`src/rtl/legv8_instr_packer_if.sv`:
```
// Request/response bundle for the LEGv8 instruction packer: decoded fields in,
// packed word plus write address and range-error status out.
interface legv8_instr_packer_if #(
    parameter int ERR_W = 16
);
    logic              in_valid;
    logic              in_ready;
    logic [1:0]        in_fmt;
    logic [10:0]       in_opcode;
    logic [4:0]        in_rn;
    logic [4:0]        in_rd;
    logic [63:0]       in_imm;
    logic              out_valid;
    logic              out_ready;
    logic [31:0]       out_instr;
    logic [63:0]       out_addr;
    logic              out_sat;
    logic              err_pulse;
    logic [ERR_W-1:0]  err_count;

    modport master (
        output in_valid, in_fmt, in_opcode, in_rn, in_rd, in_imm, out_ready,
        input  in_ready, out_valid, out_instr, out_addr, out_sat, err_pulse, err_count
    );

    modport slave (
        input  in_valid, in_fmt, in_opcode, in_rn, in_rd, in_imm, out_ready,
        output in_ready, out_valid, out_instr, out_addr, out_sat, err_pulse, err_count
    );
endinterface

```
`src/rtl/legv8_instr_packer.sv`:
```
// Range-checks a signed immediate against its LEGv8 field width and packs D/CB/B/I words.
// Optional clamping of out-of-range immediates: define LEGV8_PACKER_IMM_SAT_EN.
module legv8_instr_packer #(
    parameter logic [63:0] BASE_ADDR = 64'h0,
    parameter int          ADDR_STEP = 4,
    parameter int          ERR_W     = 16
) (
    input logic                   clk,
    input logic                   reset,
    legv8_instr_packer_if.slave   bus
);

    typedef enum logic [1:0] {IDLE, CHECK, HOLD} state_t;

    state_t                state, state_nxt;
    logic [1:0]            fmt_p0;
    logic [10:0]           opcode_p0;
    logic [4:0]            rn_p0;
    logic [4:0]            rd_p0;
    logic signed [63:0]    imm_p0;
    logic signed [63:0]    imm_pack;
    logic [31:0]           instr_p1;
    logic [63:0]           addr_q;
    logic [ERR_W-1:0]      err_cnt;
    logic                  fits;
    logic                  ld_word;
    logic                  err_evt;
    logic                  fire;

    // The immediate fits when sign-extending its low N bits reproduces it.
    function automatic logic imm_fits(input logic [1:0] fmt, input logic signed [63:0] imm);
        logic signed [63:0] ext;
        case (fmt)
            2'd0:    ext = {{55{imm[8]}},  imm[8:0]};
            2'd1:    ext = {{45{imm[18]}}, imm[18:0]};
            2'd2:    ext = {{38{imm[25]}}, imm[25:0]};
            default: ext = {{52{imm[11]}}, imm[11:0]};
        endcase
        return ext == imm;
    endfunction

    function automatic logic signed [63:0] sat_imm(input logic [1:0] fmt,
                                                   input logic signed [63:0] imm);
        logic signed [63:0] lim;
        case (fmt)
            2'd0:    lim = 64'sd1 <<< 8;
            2'd1:    lim = 64'sd1 <<< 18;
            2'd2:    lim = 64'sd1 <<< 25;
            default: lim = 64'sd1 <<< 11;
        endcase
        if (imm_fits(fmt, imm))
            return imm;
        return imm[63] ? -lim : lim - 64'sd1;
    endfunction

    function automatic logic [31:0] pack_word(input logic [1:0] fmt, input logic [10:0] opcode,
                                              input logic [4:0] rn, input logic [4:0] rd,
                                              input logic signed [63:0] imm);
        case (fmt)
            2'd0:    return {opcode[10:0], imm[8:0], 2'b00, rn, rd};
            2'd1:    return {opcode[7:0], imm[18:0], rd};
            2'd2:    return {opcode[5:0], imm[25:0]};
            default: return {opcode[9:0], imm[11:0], rn, rd};
        endcase
    endfunction

    always_ff @(posedge clk) begin
        if (reset)
            state <= IDLE;
        else
            state <= state_nxt;
    end

    always_comb begin
        state_nxt = state;
        ld_word   = 1'b0;
        err_evt   = 1'b0;
        fire      = 1'b0;
        fits      = imm_fits(fmt_p0, imm_p0);
`ifdef LEGV8_PACKER_IMM_SAT_EN
        imm_pack  = sat_imm(fmt_p0, imm_p0);
`else
        imm_pack  = imm_p0;
`endif
        case (state)
            IDLE: begin
                if (bus.in_valid)
                    state_nxt = CHECK;
            end
            CHECK: begin
                err_evt = !fits;
`ifdef LEGV8_PACKER_IMM_SAT_EN
                ld_word   = 1'b1;
                state_nxt = HOLD;
`else
                ld_word   = fits;
                state_nxt = fits ? HOLD : IDLE;
`endif
            end
            HOLD: begin
                if (bus.out_ready) begin
                    fire      = 1'b1;
                    state_nxt = IDLE;
                end
            end
            default: state_nxt = IDLE;
        endcase
    end

    // p0: request capture, data only
    always_ff @(posedge clk) begin
        if (state == IDLE && bus.in_valid) begin
            fmt_p0    <= bus.in_fmt;
            opcode_p0 <= bus.in_opcode;
            rn_p0     <= bus.in_rn;
            rd_p0     <= bus.in_rd;
            imm_p0    <= bus.in_imm;
        end
    end

    // p1: packed word, address and error counter
    always_ff @(posedge clk) begin
        if (reset) begin
            instr_p1 <= 32'h0;
            addr_q   <= BASE_ADDR;
            err_cnt  <= '0;
        end else begin
            if (ld_word)
                instr_p1 <= pack_word(fmt_p0, opcode_p0, rn_p0, rd_p0, imm_pack);
            if (fire)
                addr_q <= addr_q + 64'(ADDR_STEP);
            if (err_evt && err_cnt != {ERR_W{1'b1}})
                err_cnt <= err_cnt + 1'b1;
        end
    end

`ifdef LEGV8_PACKER_IMM_SAT_EN
    logic sat_p1;

    always_ff @(posedge clk) begin
        if (reset)
            sat_p1 <= 1'b0;
        else if (ld_word)
            sat_p1 <= !fits;
        else if (fire)
            sat_p1 <= 1'b0;
    end

    assign bus.out_sat = sat_p1;
`else
    assign bus.out_sat = 1'b0;
`endif

    assign bus.in_ready  = (state == IDLE);
    assign bus.out_valid = (state == HOLD);
    assign bus.out_instr = instr_p1;
    assign bus.out_addr  = addr_q;
    assign bus.err_pulse = err_evt;
    assign bus.err_count = err_cnt;

endmodule

```
`src/flat_wrapper.sv`:
```
// flat-port wrapper written by rule: the top's interface ports become plain ports
module legv8_instr_packer_flat 
#(
    parameter logic [63:0] BASE_ADDR = 64'h0,
    parameter int          ADDR_STEP = 4,
    parameter int          ERR_W     = 16
)
  (clk, reset, bus_in_valid, bus_in_fmt, bus_in_opcode, bus_in_rn, bus_in_rd, bus_in_imm, bus_out_ready, bus_in_ready, bus_out_valid, bus_out_instr, bus_out_addr, bus_out_sat, bus_err_pulse, bus_err_count);
  legv8_instr_packer_if #(.ERR_W(ERR_W)) bus_i ();
  input logic clk;
  input logic reset;
  input wire logic [$bits(bus_i.in_valid)-1:0] bus_in_valid;
  input wire logic [$bits(bus_i.in_fmt)-1:0] bus_in_fmt;
  input wire logic [$bits(bus_i.in_opcode)-1:0] bus_in_opcode;
  input wire logic [$bits(bus_i.in_rn)-1:0] bus_in_rn;
  input wire logic [$bits(bus_i.in_rd)-1:0] bus_in_rd;
  input wire logic [$bits(bus_i.in_imm)-1:0] bus_in_imm;
  input wire logic [$bits(bus_i.out_ready)-1:0] bus_out_ready;
  output wire logic [$bits(bus_i.in_ready)-1:0] bus_in_ready;
  output wire logic [$bits(bus_i.out_valid)-1:0] bus_out_valid;
  output wire logic [$bits(bus_i.out_instr)-1:0] bus_out_instr;
  output wire logic [$bits(bus_i.out_addr)-1:0] bus_out_addr;
  output wire logic [$bits(bus_i.out_sat)-1:0] bus_out_sat;
  output wire logic [$bits(bus_i.err_pulse)-1:0] bus_err_pulse;
  output wire logic [$bits(bus_i.err_count)-1:0] bus_err_count;
  assign bus_i.in_valid = bus_in_valid;
  assign bus_i.in_fmt = bus_in_fmt;
  assign bus_i.in_opcode = bus_in_opcode;
  assign bus_i.in_rn = bus_in_rn;
  assign bus_i.in_rd = bus_in_rd;
  assign bus_i.in_imm = bus_in_imm;
  assign bus_i.out_ready = bus_out_ready;
  assign bus_in_ready = bus_i.in_ready;
  assign bus_out_valid = bus_i.out_valid;
  assign bus_out_instr = bus_i.out_instr;
  assign bus_out_addr = bus_i.out_addr;
  assign bus_out_sat = bus_i.out_sat;
  assign bus_err_pulse = bus_i.err_pulse;
  assign bus_err_count = bus_i.err_count;
  legv8_instr_packer #(.BASE_ADDR(BASE_ADDR), .ADDR_STEP(ADDR_STEP), .ERR_W(ERR_W)) u_core (.clk(clk), .reset(reset), .bus(bus_i));
endmodule
```
`config.mk`:
```
export PLATFORM = sky130hd
export DESIGN_NAME = legv8_instr_packer_flat
export DESIGN_NICKNAME = d
export VERILOG_FILES = /design/src/rtl/legv8_instr_packer_if.sv /design/src/rtl/legv8_instr_packer.sv /design/src/flat_wrapper.sv
export SDC_FILE = /design/constraint.sdc
export NUM_CORES = 1
export LEC_CHECK = 0
export BUFFER_PORTS_ARGS = -buffer_cell sky130_fd_sc_hd__buf_4
export CAP_MARGIN = 20
export CORE_AREA = 2 2 126 128
export CTS_CLUSTER_DIAMETER = 150
export DETAILED_ROUTE_END_ITERATION = 10
export DIE_AREA = 0 0 128 130
export PLACE_DENSITY = 0.86
export RECOVER_POWER = 50
export SLEW_MARGIN = 40
export SYNTH_ARGS = -nofsm -noshare
export SYNTH_HDL_FRONTEND = slang
export SYNTH_SLANG_ARGS = --single-unit
```
`constraint.sdc`:
```
create_clock -name clk -period 5.4 [get_ports clk]
set_input_delay 0.81 -clock clk [delete_from_list [all_inputs] [get_ports clk]]
set_output_delay 0.81 -clock clk [all_outputs]
set_load 0.005 [all_outputs]
```
==> results.py <==
metrics = {
    "detailed_routing": {
        "drc": 0,
        "vias": 6508,
        "vias_per_cell": 5.66,
        "wire_per_inst_um": 17.1,
        "drtPass1Iterations": 5,
        "drt.antenna.violating_nets": 0,
        "drtIter0Drc": 625,
        "drt-total-wl_mm": 19.6,
    },
    "floorplanning": {
        "rows": 46,
        "die_area_um2": 16600,
        "die_w_um": 128,
        "initial_core_util_pct": 56.0,
        "top_level_ports": 207,
        "chipHeight_um": 130,
        "core_area_um2": 15400,
    },
    "global_route": {
        "grt-ovfl-total": 0,
        "antenna_found_initial": 0,
        "grt_pass1_vias": 6103,
        "grt_max_degree": 63,
        "grt_pass1_wl_mm": 30.7,
        "grt_util_all_layers_pct": 23.6,
    },
    "outcome": {
        "violations": "max-capacitance violations, max-slew violations",
        "outcome": "complete, but fails checks",
    },
    "synth": {
        "synth_top_area_share_pct": 30.2,
        "async_flop_share_pct": 0,
        "syn_area_um2": 8640,
        "synth_edf_count": 87,
        "synth_common_cells": "115 x nor2_1, 112 x dfxtp_1, 87 x edfxtp_1",
        "yosys_warnings": 0,
        "synthTopCellsByArea": "edfxtp_1 30%, dfxtp_1 26%, mux4_2 5.5%, nor2_1 5.0%, mux2i_1 4.6%",
        "synth-main-ff-cell": "dfxtp_1",
        "synth.distinct_cells": 50,
        "syn_inst": 753,
        "synth_top_area_cell": "edfxtp_1",
        "yosysMostFrequentCell": "nor2_1",
        "yosysSeqAreaShare_pct": 56.2,
        "syn_area_per_cell_um2": 11.5,
        "synth_seq_cells": 199,
    },
    "pwr": {
        "clkPwrFrac_pct": 40.5,
        "p_per_area_nw_per_um2": 283,
        "p_total_uw": 3070,
        "power_frac_seq_pct": 54.0,
        "p_int_uw": 2370,
        "p_sw_share_pct": 22.9,
        "switchingPower_uw": 703,
        "peakVddDrop_mv": 0.329,
        "p_leak_uw": 0.00408,
        "pwr-share-comb_pct": 5.5,
    },
    "timing": {
        "fin_setup_tns_ps": 0,
        "setup_viol": 0,
        "finalMaxSlewViolations": 34,
        "hold_viol": 0,
        "worstMarginPinSlew_ps": 2340,
        "fmax_ghz": 0.262,
        "min_period_over_period_pct": 70.8,
        "finalCriticalPeriod_ps": 3820,
        "relSlewSlack_pct": -55.9,
        "finalClockSkew_ps": 12.0,
        "rsz0062_at_grt": "no",
    },
    "place": {
        "numPortBuffers": 203,
        "dp_cells": 1116,
        "gp_congestion": 0.865,
        "dp_hpwl_mm": 14.1,
    },
    "critical_path": {
        "start_kind": "flop",
        "path_max_fanout": 28,
        "critPathArrivalTime_ps": 3010,
        "crit_type": "flop to output pin",
        "required_ps": 4590,
        "reg2reg_depth": 3,
        "end_kind": "output pin",
    },
    "job": {
        "cap_violations": 1,
    },
    "layout": {
        "fill_cells": 1126,
        "nets": 1038,
        "drive_gt1_share_pct": 28.2,
        "n_antenna_cell": 0,
        "syn_to_final_growth_pct": 25.4,
        "final_cells": 1150,
    },
    "clocking": {
        "postCtsHoldBufs": 0,
        "cts_inserted_buffers": 17,
        "cts_setup_buffers": 0,
        "root_buffer": "clkbuf_16",
        "cts_tree": "yes",
        "cts.sinks": 199,
        "cts.clk_slew.worst_paths_ps": 70,
        "clockBufferDepth": 2,
        "clk_latency_ps": 420,
        "htreeDepth": 4,
        "ctsResizeCount": 0,
    },
    "min_path": {
        "hp-class": "flop to flop",
        "holdPathStages": 2,
    },
}
## area by class of cell
class / instances / area, µm² / share of cell area [%]
Inverter: 10 / 37.5 / 0.346
Clock inverter: 15 / 164 / 1.51
Timing Repair Buffer: 214 / 1570 / 14.5
Tap cell: 192 / 240 / 2.22
Multi-Input combinational cell: 503 / 3550 / 32.7
Sequential cell: 199 / 4850 / 44.8
Clock buffer: 17 / 425 / 3.93
## cells by family (layout without fill, tap and decap cells)
| kind of cell | Yosys count | after routing | synth area share (%) |
|---|---|---|---|
| buffers and inverters | 53 | 256 | 3.04 |
| and+or+nand+nor | 302 | 302 | 17.9 |
| DFF | 199 | 199 | 56.2 |
| AOI/OAI and AO/OA | 67 | 67 | 5.33 |
| xor gates and xnor gates | 61 | 61 | 6.18 |
| muxes | 68 | 68 | 11.0 |
| adders and majority gates | 2 | 2 | 0.289 |
| other | 1 | 3 | 0.0434 |
## state kept, by name (all words and copies together), names as in the netlist
signal and flops:
u_core.fmt_p0 2, u_core.bus.out_instr 32, u_core.state 2, u_core.opcode_p0 11, u_core.bus.out_addr 62, u_core.bus.err_count 16, u_core.rn_p0 5, u_core.rd_p0 5
u_core.imm_p0 64
## worst max-delay path, cell delays in order (launching register included)
cell and delay [ps]:
edfxtp_1 740, mux2i_1 310, mux2i_1 110, a21o_1 160, a221o_2 440, o21bai_4 520
inv_1 130, buf_4 160
## layout by cell type (no fill, tap or decap), types with 7 or more instances in the layout
cell type / n
clkbuf_1: 19
mux4_2: 21
nor2b_1: 9
nand2_1: 36
clkbuf_4: 134
xnor2_1: 19
a21oi_1: 30
inv_1: 10
clkbuf_16: 17
and4_1: 10
xor2_1: 42
dfxtp_1: 112
mux2i_1: 40
edfxtp_1: 87
nor2_1: 115
nand3_1: 33
o21ai_0: 7
nand4_1: 27
nor4_1: 16
o31ai_1: 8
or4_1: 9
and3_1: 17
buf_4: 55
a211oi_2: 8
mux2_2: 7
## metrics by stage
step                      worst slack, ps  util [%]  hold WS, ps  cell area (µm²)
after global placement               1760      66.5          478            10300
after floorplan                      2100         -          477             8650
after CTS                            1270      70.6          499            10900
after detailed placement             1740      66.8          489            10300
after global routing                 1410      70.3          517            10800
final                                1580      70.3          492            10800
## metal layers
| layer | global-route usage [%] | part of all wire (%) | routed length (µm) | vias up |
|---|---|---|---|---|
| met5 | 0 | 0 | 0 | - |
| met4 | 9.50 | 2.3 | 460 | 0 |
| met3 | 6.27 | 7.4 | 1440 | 32 |
| met2 | 38.3 | 49 | 9620 | 242 |
| met1 | 30.6 | 41 | 8090 | 3105 |
| li1 | - | - | - | 3129 |
## final timing paths
path,to,start,slack (ps)
setup / recovery,bus_err_pulse,u_core.fmt_p0[1],1580
hold reg to reg,u_core.bus.out_addr[3],u_core.bus.out_addr[3],490
setup reg to reg,u_core.imm_p0[46],u_core.state[1],2030
hold / removal,u_core.bus.out_addr[3],u_core.bus.out_addr[3],490
## power groups by stage
stage	logic (µW)	registers [µW]	clock network (µW)
after floorplan	109	1670	0
after global placement	165	1690	0
after detailed placement	171	1690	0
after CTS	172	1660	1270
after global routing	186	1660	1320
final	170	1660	1240
Power figures use the tool's default switching activity.
